===== src/rtl/payload_fifo.sv =====
// payload_fifo: first-word-fall-through FIFO between the packet parser and the
// egress consumer. Reports occupancy, almost-full/empty flags and a
// high-water mark for debug.
module payload_fifo #(
    parameter int WIDTH         = 32,
    parameter int DEPTH         = 16,
    parameter int AFULL_THRESH  = 12,
    parameter int AEMPTY_THRESH = 2
) (
    input  logic                       clk,
    input  logic                       rst,
    input  logic [WIDTH-1:0]           data_in,
    input  logic                       valid_in,
    output logic                       ready_in,
    output logic [WIDTH-1:0]           data_out,
    output logic                       valid_out,
    input  logic                       ready_out,
    input  logic                       flush,
    input  logic                       hwm_clr,
    output logic [$clog2(DEPTH):0]     count,
    output logic                       almost_full,
    output logic                       almost_empty,
    output logic [$clog2(DEPTH):0]     hwm
);

    localparam int AW = $clog2(DEPTH);
    localparam logic [AW:0]   FULL_CNT = (AW+1)'(DEPTH);
    localparam logic [AW:0]   AF_CNT   = (AW+1)'(AFULL_THRESH);
    localparam logic [AW:0]   AE_CNT   = (AW+1)'(AEMPTY_THRESH);
    localparam logic [AW:0]   CNT_ONE  = {{AW{1'b0}}, 1'b1};
    localparam logic [AW-1:0] PTR_ONE  = {{(AW-1){1'b0}}, 1'b1};

    logic [WIDTH-1:0] mem [DEPTH];
    logic [AW-1:0]    wr_ptr;
    logic [AW-1:0]    rd_ptr;
    logic [AW:0]      count_nxt;
    logic             wr_en;
    logic             rd_en;

    // Handshake and flag decode. Reset masks the outputs directly so the
    // parser sees ready_in=0 in the same cycle rst is raised.
    assign ready_in     = !rst && (count != FULL_CNT);
    assign valid_out    = !rst && (count != '0);
    assign data_out     = valid_out ? mem[rd_ptr] : '0;
    assign almost_full  = !rst && (count >= AF_CNT);
    assign almost_empty = rst || (count <= AE_CNT);

    // A flush cycle swallows any concurrent transfer.
    assign wr_en = valid_in && ready_in && !flush;
    assign rd_en = valid_out && ready_out && !flush;

    // Next occupancy; shared by the count register and the high-water mark.
    always_comb begin
        count_nxt = count;
        if (flush) begin
            count_nxt = '0;
        end else begin
            case ({wr_en, rd_en})
                2'b10:   count_nxt = count + CNT_ONE;
                2'b01:   count_nxt = count - CNT_ONE;
                default: count_nxt = count;
            endcase
        end
    end

    // Pointer and occupancy registers.
    always_ff @(posedge clk) begin
        if (rst) begin
            wr_ptr <= '0;
            rd_ptr <= '0;
            count  <= '0;
        end else begin
            if (flush) begin
                rd_ptr <= wr_ptr;
            end else begin
                if (wr_en) wr_ptr <= wr_ptr + PTR_ONE;
                if (rd_en) rd_ptr <= rd_ptr + PTR_ONE;
            end
            count <= count_nxt;
        end
    end

    // High-water mark tracks the registered occupancy; a clear reloads it
    // with the occupancy landing at the same edge rather than zero.
    always_ff @(posedge clk) begin
        if (rst) begin
            hwm <= '0;
        end else if (hwm_clr || (count_nxt > hwm)) begin
            hwm <= count_nxt;
        end
    end

    // Storage array; deliberately not reset.
    always_ff @(posedge clk) begin
        if (wr_en) mem[wr_ptr] <= data_in;
    end

    // Occupancy must match the pointer distance and never exceed DEPTH.
    a_occupancy: assert property (@(posedge clk) disable iff (rst)
        (count <= FULL_CNT) &&
        ((count == FULL_CNT) ? (wr_ptr == rd_ptr)
                             : (count[AW-1:0] == AW'(wr_ptr - rd_ptr))));

endmodule


===== config.mk =====
export PLATFORM = sky130hd
export DESIGN_NAME = payload_fifo
export DESIGN_NICKNAME = d
export VERILOG_FILES = /design/src/rtl/payload_fifo.sv
export SDC_FILE = /design/constraint.sdc
export NUM_CORES = 1
export LEC_CHECK = 0
export CAP_MARGIN = 20
export CORE_UTILIZATION = 60
export DETAILED_ROUTE_END_ITERATION = 12
export PLACE_DENSITY = 0.78
export SYNTH_ARGS = -nofsm -noshare
export SYNTH_HDL_FRONTEND = slang
export SYNTH_SLANG_ARGS = --single-unit

===== constraint.sdc =====
create_clock -name clk -period 6.7 [get_ports clk]
set_input_delay 1.34 -clock clk [delete_from_list [all_inputs] [get_ports clk]]
set_output_delay 1.34 -clock clk [all_outputs]
set_load 0.02 [all_outputs]

==> impl_metrics.csv <==
group,metric,value,unit
routing,drc_errors,0,
grt,grt_pass1_wl,64.9,mm
power,p_leak,0.00727,µW
routing,drt_iter0_drc,1034,
grt,grt_max_degree,61,
power,p_per_area,276,nW/µm²
grt,grt_use_total,0.250,
clocking,cts_tree,"done",
sta,setup_viol,0,
layout,areaGrowthSynthToFinish,14.5,%
yosys,syn_area,20900,µm²
yosys,avgSynthCellArea,21.2,µm²
placed_design,pre_cts_ws,0.949,ns
sta,final-max-slew-violation-count,0,
floorplan,die_h,189,µm
clocking,clk_path_buf_depth,3,
sta,min_period,5.37,ns
grt,grt-ovfl-total,0,
worst_hold_path,worstHoldStart,"hwm[0]$_SDFFE_PP0P_",
setup_path,cp-start-kind,"primary input",
clocking,numClockSinks,534,
clocking,root_buffer,"clkbuf_16",
floorplan,core_area,33900,µm²
layout,diodes,0,
sta,fmax,186,MHz
sta,slew_headroom,0.261,
sta,grt_setup_unrepaired,"no",
setup_path,critPathLaunch,"rst",
yosys,postSynthCellCount,986,
layout,multi_input_area,4830,µm²
layout,seq_area,15800,µm²
yosys,yosysWarnings,0,
sta,finalHoldViolations,0,
floorplan,io_pins,84,
clocking,cts_max_level,2,
setup_path,crit_type,"primary input to output port",
clocking,post_cts_buffers,0,
job,drv_cap,0,
worst_hold_path,hold_path_class,"flop to flop",
floorplan,fp.dieW,189,µm
yosys,synth_edf_count,512,
setup_path,cp_data_required_time,5.36,ns
routing,num_vias,10200,
yosys,syn_nets,1037,
clocking,post_cts_resized,0,
yosys,synth_area_leaders,"edfxtp_1 (74%), mux4_2 (14%), a211oi_1 (2.4%)",
yosys,synth_top_cell_by_area,"edfxtp_1",
yosys,yosys_most_used_dff,"edfxtp_1",
layout,fill_cells,1978,
floorplan,die-area,35500,µm²
routing,wl_per_cell,27.3,µm
clocking,clock_latency,0.56,ns
yosys,yosysTopAreaCellShare,0.736,
routing,dr.pass1.iters,5,
layout,drive_gt1_frac,0.216,
grt,antenna_found_initial,2,
yosys,ys_seq_elements,534,
power,ir_drop,0.230,mV
yosys,async_flop_share,0,
sta,setup_slack,1.33,ns
sta,finalCritPeriodShare,0.802,
sta,fin_tns_setup,0,ns
layout,nets,1144,
sta,fin_worst_skew,0.0202,ns
yosys,synth.distinct_cells,46,
setup_path,worstReg2RegStart,"count[2]$_SDFF_PP0_",
routing,drt_wl_total,43.3,mm
grt,grt_pass1_vias,10700,
clocking,cts-hold-fix-buffers,0,
placed_design,gp_congestion,0.744,
routing,ant_nets,0,
placed_design,hpwl,22.0,mm
setup_path,cp.arrival,4.03,ns
setup_path,end_kind,"output port",
yosys,yosysSeqAreaShare,0.758,
sta,fin_hold_ws,0.483,ns
setup_path,crit_fanout,22,
clocking,numCtsBuffers,52,
routing,avgViaCountPerCell,6.46,
placed_design,io_buffers,83,
status,status,"completed",
floorplan,num_rows,67,
clocking,clkTransAtPathRegs,0.07,ns
sta,worstMarginPinSlew,1.11,ns
floorplan,start_util,0.616,
[power breakdown]
group	switching [µW]	internal, µW	leakage, µW	total [µW]
Combinational	126	119	0.00175	244
Sequential	23.8	3670	0.00479	3690
Clock	1170	1500	0.000735	2670
Total	1320	5280	0.00727	6600
[stage by stage]
step | utilization | instance area, µm² | total power [µW] | instances
final | 0.706 | 23900 | 6600 | 1584
after detailed placement | 0.660 | 22300 | 4000 | 1485
after global placement | 0.660 | 22300 | 4000 | 1485
after floorplan | - | 20900 | 3900 | 986
after CTS | 0.705 | 23900 | 6640 | 1582
after global routing | 0.706 | 23900 | 6780 | 1584
[cells in the final DEF, fill, tap and decap left out, types with 4 or more instances in the layout]
master,count
ha_1,13
nand3_1,5
clkinv_1,14
edfxtp_1,512
clkdlybuf4s50_1,83
clkbuf_16,53
nor4_2,4
inv_1,16
xnor2_1,8
a211oi_1,67
mux2i_1,36
mux4_2,128
nor2b_1,33
dfxtp_1,18
nor2_1,19
a21oi_1,9
clkbuf_1,21
buf_4,25
nand2_1,7
nor2_4,8
nor3_2,4
[cell usage after synthesis, drive strengths merged, types with 8 or more instances]
cell type    n
edfxtp     512
mux4       128
a211oi      67
mux2i       36
nor2b       33
clkbuf      32
buf         27
nor2        27
dfxtp       22
inv         17
ha          13
a21oi        9
xnor2        8
[sequential cells by signal, summed over array words and instances, names as in the netlist, named ones only]
name,count
mem,512
count,5
hwm,5
rd_ptr,4
wr_ptr,4
[cell families after synthesis]
| group | after synthesis | share of synthesized area |
|---|---|---|
| simple gates | 95 | 0.0241 |
| compound gates | 93 | 0.0339 |
| flops | 534 | 0.758 |
| fa+ha+maj | 13 | 0.00779 |
| mux | 164 | 0.155 |
| xor+xnor | 11 | 0.00462 |
| buf+inv | 76 | 0.0167 |
[per-layer routing]
| layer | global-route usage | share of wire | routed length (µm) |
|---|---|---|---|
| met5 | 0 | 0.00058 | 25 |
| met2 | 0.412 | 0.51 | 22000 |
| met4 | 0.0738 | 0.026 | 1120 |
| met3 | 0.0423 | 0.079 | 3440 |
| met1 | 0.349 | 0.39 | 16800 |
[worst max-delay path, cell delays in order]
cell and delay, ns:
clkdlybuf4s50_1 0.40, buf_4 0.21, inv_1 0.24, o21ai_4 0.22
buf_4 0.33, a211oi_1 0.55, clkdlybuf4s50_1 0.72
[cell type report]
class,instances,area share
inverters,17,0.00267
clock buffers,74,0.0588
well taps,448,0.0234
clock inverters,23,0.00576
flip-flops and latches,534,0.662
repair buffers,112,0.0456
multi-input cells,376,0.202
[worst paths after layout]
kind | to | slack, ns | cells past startpoint
hold reg to reg | hwm[0]$_SDFFE_PP0P_ | 0.48 | 2
setup / recovery | data_out[4] | 1.33 | 7
hold / removal | hwm[0]$_SDFFE_PP0P_ | 0.48 | 2
setup reg to reg | hwm[4]$_SDFFE_PP0P_ | 2.22 | 17
Power figures use the tool's default switching activity.
